## config.mk

```make
export PLATFORM = sky130hd
export DESIGN_NAME = uart_tx_arbiter
export DESIGN_NICKNAME = d
export VERILOG_FILES = /design/src/rtl/uart_arb_pkg.sv /design/src/rtl/uart_tx_arbiter_rr_picker.sv /design/src/rtl/uart_tx_arbiter.sv
export SDC_FILE = /design/constraint.sdc
export NUM_CORES = 1
export LEC_CHECK = 0
export ABC_AREA = 1
export CORE_MARGIN = 5
export CORE_UTILIZATION = 47
export CTS_CLUSTER_SIZE = 12
export DETAILED_ROUTE_END_ITERATION = 8
export PLACE_DENSITY = 0.79
export SETUP_SLACK_MARGIN = 0.2
export SKIP_LAST_GASP = 1
export SLEW_MARGIN = 20
export SYNTH_ARGS = -nofsm -noshare
export SYNTH_HDL_FRONTEND = slang
export SYNTH_SLANG_ARGS = --single-unit
```

## constraint.sdc

```tcl
create_clock -name osc_clk -period 1.81 [get_ports osc_clk]
set_input_delay 0.362 -clock osc_clk [delete_from_list [all_inputs] [get_ports osc_clk]]
set_output_delay 0.362 -clock osc_clk [all_outputs]
set_load 0.05 [all_outputs]
```

## src/rtl/uart_arb_pkg.sv

```systemverilog
// Shared types and helpers for the UART TX byte-stream arbiter.
// rr_pick is sized for up to eight requesters.
package uart_arb_pkg;

  typedef enum logic {
    IDLE,
    PASS
  } state_t;

  localparam int DEF_MAX_MSG_BYTES = 64;
  localparam int DEF_STALL_TIMEOUT = 1024;
  localparam int RR_MAX_REQ = 8;

  // First set bit after ptr, wrapping modulo n.
  // Walk from far to near so the nearest hit is written last.
  function automatic logic [2:0] rr_pick(
    input logic [7:0] valid,
    input logic [2:0] ptr,
    input int         n
  );
    logic [2:0] idx;
    int         j;
    idx = ptr;
    for (int k = RR_MAX_REQ; k >= 1; k--) begin
      if (k <= n) begin
        j = (int'(ptr) + k) % n;
        if (valid[j[2:0]]) idx = j[2:0];
      end
    end
    return idx;
  endfunction

endpackage

```

## src/rtl/uart_tx_arbiter_rr_picker.sv

```systemverilog
// Combinational round-robin search over a request vector.
// Reusable by any arbiter that keeps its own last-grant pointer.
module rr_picker
  import uart_arb_pkg::*;
#(
  parameter int N    = 4,
  parameter int ID_W = $clog2(N)
) (
  input  logic [N-1:0]    valid,
  input  logic [ID_W-1:0] ptr,
  output logic            found,
  output logic [ID_W-1:0] idx
);

  logic [7:0] v8;
  logic [2:0] p3;
  logic [2:0] pick;

  assign v8    = 8'(valid);
  assign p3    = 3'(ptr);
  assign pick  = rr_pick(v8, p3, N);
  assign found = |valid;
  assign idx   = ID_W'(pick);

endmodule

```

## src/rtl/uart_tx_arbiter.sv

```systemverilog
// Message-atomic round-robin arbiter sharing one UART TX byte port.
// Bytes pass through combinationally while a grant is held.
module uart_tx_arbiter
  import uart_arb_pkg::*;
#(
  parameter int NUM_REQ       = 4,
  parameter int MAX_MSG_BYTES = DEF_MAX_MSG_BYTES,
  parameter int STALL_TIMEOUT = DEF_STALL_TIMEOUT,
  parameter int ID_W          = $clog2(NUM_REQ)
) (
  input  logic                 osc_clk,
  input  logic                 osc_reset_,
  input  logic [NUM_REQ-1:0]   req_valid,
  input  logic [8*NUM_REQ-1:0] req_data,
  input  logic [NUM_REQ-1:0]   req_last,
  output logic [NUM_REQ-1:0]   req_ready,
  output logic                 tx_valid,
  output logic [7:0]           tx_data,
  input  logic                 tx_ready,
  output logic [ID_W-1:0]      grant_id,
  output logic                 busy,
  output logic                 trunc_pulse
);

  localparam int BC_W = $clog2(MAX_MSG_BYTES + 1);
  localparam int SC_W = $clog2(STALL_TIMEOUT + 1);
  localparam logic [BC_W-1:0] BC_LAST = BC_W'(MAX_MSG_BYTES - 1);
  localparam logic [SC_W-1:0] SC_LAST = SC_W'(STALL_TIMEOUT - 1);

  state_t          state;
  logic [ID_W-1:0] rr_ptr;
  logic [ID_W-1:0] pick;
  logic            found;
  logic [BC_W-1:0] byte_cnt;
  logic [SC_W-1:0] stall_cnt;
  logic [7:0]      lane [NUM_REQ];
  logic            sel_valid;
  logic            sel_last;
  logic            beat;

  rr_picker #(
    .N    (NUM_REQ),
    .ID_W (ID_W)
  ) u_pick (
    .valid (req_valid),
    .ptr   (rr_ptr),
    .found (found),
    .idx   (pick)
  );

  always_comb begin
    for (int i = 0; i < NUM_REQ; i++) begin
      lane[i] = req_data[8*i +: 8];
    end
  end

  assign sel_valid = req_valid[grant_id];
  assign sel_last  = req_last[grant_id];
  assign busy      = (state == PASS);
  assign tx_valid  = busy & sel_valid;
  assign tx_data   = busy ? lane[grant_id] : 8'h00;
  assign beat      = tx_valid & tx_ready;

  always_comb begin
    req_ready = '0;
    if (busy) req_ready[grant_id] = tx_ready;
  end

  always_ff @(posedge osc_clk) begin
    if (osc_reset_) begin
      state       <= IDLE;
      rr_ptr      <= ID_W'(NUM_REQ - 1);
      grant_id    <= '0;
      byte_cnt    <= '0;
      stall_cnt   <= '0;
      trunc_pulse <= 1'b0;
    end else begin
      trunc_pulse <= 1'b0;
      unique case (state)
        IDLE: begin
          if (found) begin
            grant_id  <= pick;
            byte_cnt  <= '0;
            stall_cnt <= '0;
            state     <= PASS;
          end
        end
        PASS: begin
          if (beat) begin
            byte_cnt  <= byte_cnt + BC_W'(1);
            stall_cnt <= '0;
            // A last byte landing on the size limit is a normal end.
            if (sel_last || byte_cnt == BC_LAST) begin
              state       <= IDLE;
              rr_ptr      <= grant_id;
              trunc_pulse <= ~sel_last;
            end
          end else if (!sel_valid) begin
            if (stall_cnt == SC_LAST) begin
              state       <= IDLE;
              rr_ptr      <= grant_id;
              trunc_pulse <= 1'b1;
            end else begin
              stall_cnt <= stall_cnt + SC_W'(1);
            end
          end else begin
            stall_cnt <= '0;
          end
        end
        default: state <= IDLE;
      endcase
    end
  end

endmodule

```

==> results.toml, run 1 <==
[status]
outcome = "complete, but fails checks"
violations = "negative setup slack"

[clocking]
cts_buffers = 3
cts.sinks = 24
tritoncts = "yes"
h-tree-depth = 1
cts_buffer_depth = 2
insertion_delay_ps = 270
root_buffer = "clkbuf_8"
cts_hold_buf = 0
clkTransAtPathRegs_ps = 90

[synth]
synthArstFlopShare_pct = 0
synth_compound_area_share_pct = 13.8
synth_seq_cells = 24
yosys.area_share.adder_pct = 1.34
synth_top_cell_area_share_pct = 25.8
synth_cells = 291
yosysTopAreaCell = "dfxtp_1"
synth_area_per_cell_sq_um = 6.39
synth_flop_cell = "dfxtp_1"
yosysSeqAreaShare_pct = 25.8
synth_area_sq_um = 1860
synth_edf_count = 0
synth_warnings = 0
synth_cell_types = 29
synthMuxAreaShare_pct = 0
synthSimpleGateAreaFrac_pct = 45.9
synth_xor_area_share_pct = 2.82
syn-num-nets = 336
yosys-top-cells-area = "dfxtp_1 26%, nand3_1 14%, nand2_1 13%, inv_1 5.0%, nor2_1 5.0%"
synth_top_family_by_area = "simple AND/OR/NAND/NOR gates"

[sta]
layout_setup_ws_ps = -6.54
timing.fmax_ghz = 0.550
fin_crit_ps = 1820
final_max_slew_viol_count = 0
relSlewSlack_pct = 72.4
setup_violations = 1
worst_pin_slew_ps = 412
skew_ps = 5.93
final.setup.tns_ps = -6.54
rsz0062_at_grt = "yes"
finalCritPeriodShare_pct = 100
hold_viol = 0

[finish]
nNetsFinal = 413
drive_above_1_share_pct = 30.0
register_area_sq_um = 495
nFillCells = 224
final_util_pct = 84.9
final_cell_mix = "61 x nand2_1, 48 x nand3_1, 41 x clkdlybuf4s50_1"
num_antenna_cells = 0
area_delta_synth_final_pct = 70.9
final_common_cell = "nand2_1"
multiInputGateArea_sq_um = 1460

[route]
dr.pass1.iters = 4
via_per_inst = 5.70
avgRoutedWirePerCell_um = 16.8
postRouteAntennaNets = 0
vias = 2365
drc = 0
drt_iter0_markers = 134
wirelength_mm = 6.97

[grt]
overflow = 0
grt_pass1_vias = 2236
grt_usage_pct = 24.9
antenna_found_initial = 0
grt_max_degree = 15
grt_first_pass_wirelength_mm = 10.5

[floorplan]
die_h_um = 72.9
ios = 60
start_util_pct = 49.7
num_rows = 22
die-area_sq_um = 5320
dieWidth_um = 72.9
core_area_sq_um = 3740

[setup_path]
worst_setup_path_start_kind = "flop"
reg2reg_depth = 11
crit_arrival_ps = 1450
worstPathBufferInverterCount = 2
crit_fanout = 8
max_stage_delay_ps = 450
worstPathRequired_ps = 1450
crit_cells = 5
crit_top_cell = "buf_12"
cp_cell_sequence = "nor2_4 > buf_12 > a22oi_2 > a31oi_4 > buf_12"
endpoint_kind = "output port"
crit_path_top_delay_cell = "dfxtp_4"
path_class = "flop to output port"
cp_top_family = "flip-flops"

[placement]
hpwl_mm = 4.69
routabilityCongestion = 0.848
pre_cts_ws_ps = -145
io_buffers = 59

[pwr]
ir_worst_vdd_mv = 0.487
p_per_area_nw_per_um2 = 580
p_total_mw = 1.84
leakagePower_nw = 1.28

[run]
max_cap_viol_count = 0

[worst_hold_path]
hold_depth = 2
hold_class = "flop to flop"
worst register-to-register path, cell delays in order, from the launching register on:
cell and delay (ps):
dfxtp_4 450, buf_6 170, buf_6 130, nand2_1 80
nor2_1 140, nor2_1 70, nand2_1 100, nand2_1 60
nand3_1 100, nand2_1 110, nand2_1 80, nand3_1 70
stage by stage:
step	instance area, sq um	hold slack, ps	std cells
6_report	3180	473	415
5_1_grt	3180	506	415
4_1_cts	3070	477	409
3_5_place_dp	2870	464	396
3_3_place_gp	2870	451	396
2_1_floorplan	2090	439	291
synth_stat cells, types with 4 or more instances:
cell type / n
nand2_4: 4
inv_2: 5
nor2_1: 25
xor2_1: 4
dfxtp_1: 24
nand2_2: 6
a22oi_1: 8
nand4_1: 10
clkbuf_1: 5
buf_2: 4
nand2_1: 62
a21oi_1: 14
a31oi_1: 8
nand3_1: 52
inv_1: 25
o21ai_0: 9
nor3_1: 4
final cells by class:
cell class	count	share of cell area (%)
Clock buffer	4	2.09
Inverter	31	4.05
Multi-Input combinational cell	224	45.8
Sequential cell	24	15.6
Tap cell	48	1.89
Timing Repair Buffer	84	30.6
flip-flops by register name, summed over array words and instances, names as in the netlist:
register / cells
stall_cnt: 11
busy: 1
grant_id: 2
byte_cnt: 7
rr_ptr: 2
trunc_pulse: 1
layer usage:
| metal | track usage (%) | vias up | routed length (um) |
|---|---|---|---|
| li1 | - | 1134 | - |
| met1 | 30.2 | 1116 | 2800 |
| met2 | 44.7 | 99 | 3500 |
| met3 | 4.27 | 16 | 500 |
| met4 | 7.38 | 0 | 158 |
| met5 | 0 | - | 0 |
repair_timing:
item / in CTS / in global routing
endpoints found under the setup margin: 22 / 36
setup buffers: 9 / 5
pin swaps: 8 / 10
gates cloned: 0 / 1
gates resized for setup: 14 / 19
hold endpoints to repair: 0 / 0
report_power, final:
part	total (mW)	switching (mW)	internal, mW
clock network	0.413	0.173	0.240
logic	0.858	0.460	0.397
registers	0.572	0.0297	0.542
worst paths after layout:
check,from,endpoint,slack [ps]
hold reg to reg,byte_cnt[6],byte_cnt[6],470
setup / recovery,grant_id[1],tx_data[5],-7
setup reg to reg,grant_id[1],rr_ptr[1],130
hold / removal,byte_cnt[6],byte_cnt[6],470
logic make-up after synthesis:
group           after synthesis
simple gates                172
buf+inv                      44
compound gates               43
flops                        24
xor+xnor                      6
fa+ha+maj                     2
No activity file was read; power rests on OpenSTA's default activity.
==> run 2, diff against run 1 <==
Settings changed: ABC_CLOCK_PERIOD_IN_PS set to 1810, TNS_END_PERCENT set to 30.
==> run 2 against run 1 <==
Compared with the run above:
- the run still ends with negative setup slack left
- highest routed layer unchanged
- clock skew down 0.59 ps
- core utilization rose by 0.87 points
- critical path type unchanged
- critical endpoint is now tx_data[2]
- clock-buffer cell count unchanged
- combinational power rose by 3.5%
- final area grew 1.0%
- sequential power is 1% lower
- non-clock buffer count is 5 higher
- register-to-register slack is essentially flat
- fmax shrank 1.1%
==> results.toml, run 2 (same netlist as run 1, synthesis figures left out) <==
[pwr]
p_total_mw = 1.77
p_per_area_nw_per_um2 = 552
ir_worst_vdd_mv = 0.479
leakagePower_nw = 1.29

[floorplan]
start_util_pct = 49.7
die_h_um = 72.9
die-area_sq_um = 5320
core_area_sq_um = 3740
ios = 60
dieWidth_um = 72.9
num_rows = 22

[finish]
final_common_cell = "nand2_1"
num_antenna_cells = 0
reg_top3 = "stall_cnt (11), byte_cnt (7)"
drive_above_1_share_pct = 30.1
area_delta_synth_final_pct = 72.6
largest_reg_flops = 11
design_area_sq_um = 3210
fin_cells = 420
final_cell_mix = "59 x nand2_1, 47 x nand3_1, 42 x clkdlybuf4s50_1"
nNetsFinal = 418
top_register = "stall_cnt"

[run]
max_cap_viol_count = 0

[clocking]
cts_buffer_depth = 2
cts.sinks = 24
clkTransAtPathRegs_ps = 80
tritoncts = "yes"
cts_hold_buf = 0
h-tree-depth = 1
root_buffer = "clkbuf_8"
insertion_delay_ps = 260
cts_buffers = 3

[grt]
grt_max_degree = 17
overflow = 0
grt_usage_pct = 24.8
grt_first_pass_wirelength_mm = 10.6
grt_pass1_vias = 2153
antenna_found_initial = 0

[route]
postRouteAntennaNets = 0
drc = 0
dr.pass1.iters = 5
vias = 2375
via_per_inst = 5.65
wirelength_mm = 7.03
drt_iter0_markers = 137
avgRoutedWirePerCell_um = 16.7

[sta]
final.setup.tns_ps = -37.0
timing.fmax_ghz = 0.544
worst_pin_slew_ps = 416
fin_crit_ps = 1840
hold_viol = 0
rsz0062_at_grt = "yes"
relSlewSlack_pct = 72.2
setup_violations = 2
final_max_slew_viol_count = 0
finalCritPeriodShare_pct = 101
skew_ps = 5.34
layout_setup_ws_ps = -26.7

[worst_hold_path]
hold_class = "flop to flop"

[placement]
dp.cells = 398
routabilityCongestion = 0.850
placed_cell_area_sq_um = 2890
hpwl_mm = 4.80
io_buffers = 59

[setup_path]
path_class = "flop to output port"
crit_fanout = 6
worstPathRequired_ps = 1450
crit_arrival_ps = 1470
worst_setup_path_start_kind = "flop"
endpoint_kind = "output port"

[status]
outcome = "complete, but fails checks"
violations = "negative setup slack"
run 2: through the flow:
stage | worst slack [ps] | util [%] | hold slack [ps]
detailed placement | -22.7 | 77.2 | 469
global route | -55.6 | 85.8 | 504
global placement | 7.01 | 77.2 | 449
floorplan | 56.9 | - | 439
finish | -26.7 | 85.8 | 483
CTS | -3.71 | 82.0 | 481
run 2: what timing repair did:
item / CTS / global route
cloned: 0 / 1
gates resized for setup: 10 / 16
pin swaps: 5 / 9
setup buffers: 10 / 7
setup endpoints to repair: 21 / 37
run 2: worst paths after layout:
check	startpoint	endpoint	slack, ps	cells past startpoint
setup / recovery	grant_id[1]	tx_data[2]	-30	5
hold / removal	byte_cnt[6]	byte_cnt[6]	480	2
setup reg to reg	grant_id[1]	stall_cnt[9]	130	11
hold reg to reg	byte_cnt[6]	byte_cnt[6]	480	2
run 2: final cells by class:
type                       count  area, sq um
multi-input combinational    224         1460
timing repair buffer          89         1030
fill                         220          532
sequential                    24          493
inverter                      31          124
tap                           48         60.1
clock buffer                   4         45.0
run 2: critical path: stages (launching register included):
cell	delay (ps)
dfxtp_4	370
buf_8	150
nor2_8	200
a22oi_2	130
a31oi_4	190
buf_12	170
run 2: routing by layer:
layer / track usage [%] / vias up / part of all wire (%)
li1: - / 1142 / -
met1: 33.3 / 1110 / 42
met4: 3.69 / 0 / 1.3
met3: 2.89 / 8 / 8.0
met2: 43.5 / 115 / 48
met5: 0 / - / 0
run 2: where the power goes:
part	total (mW)	switching (mW)	internal, mW
Clock	0.321	0.164	0.157
Combinational	0.888	0.470	0.419
Sequential	0.565	0.0235	0.541
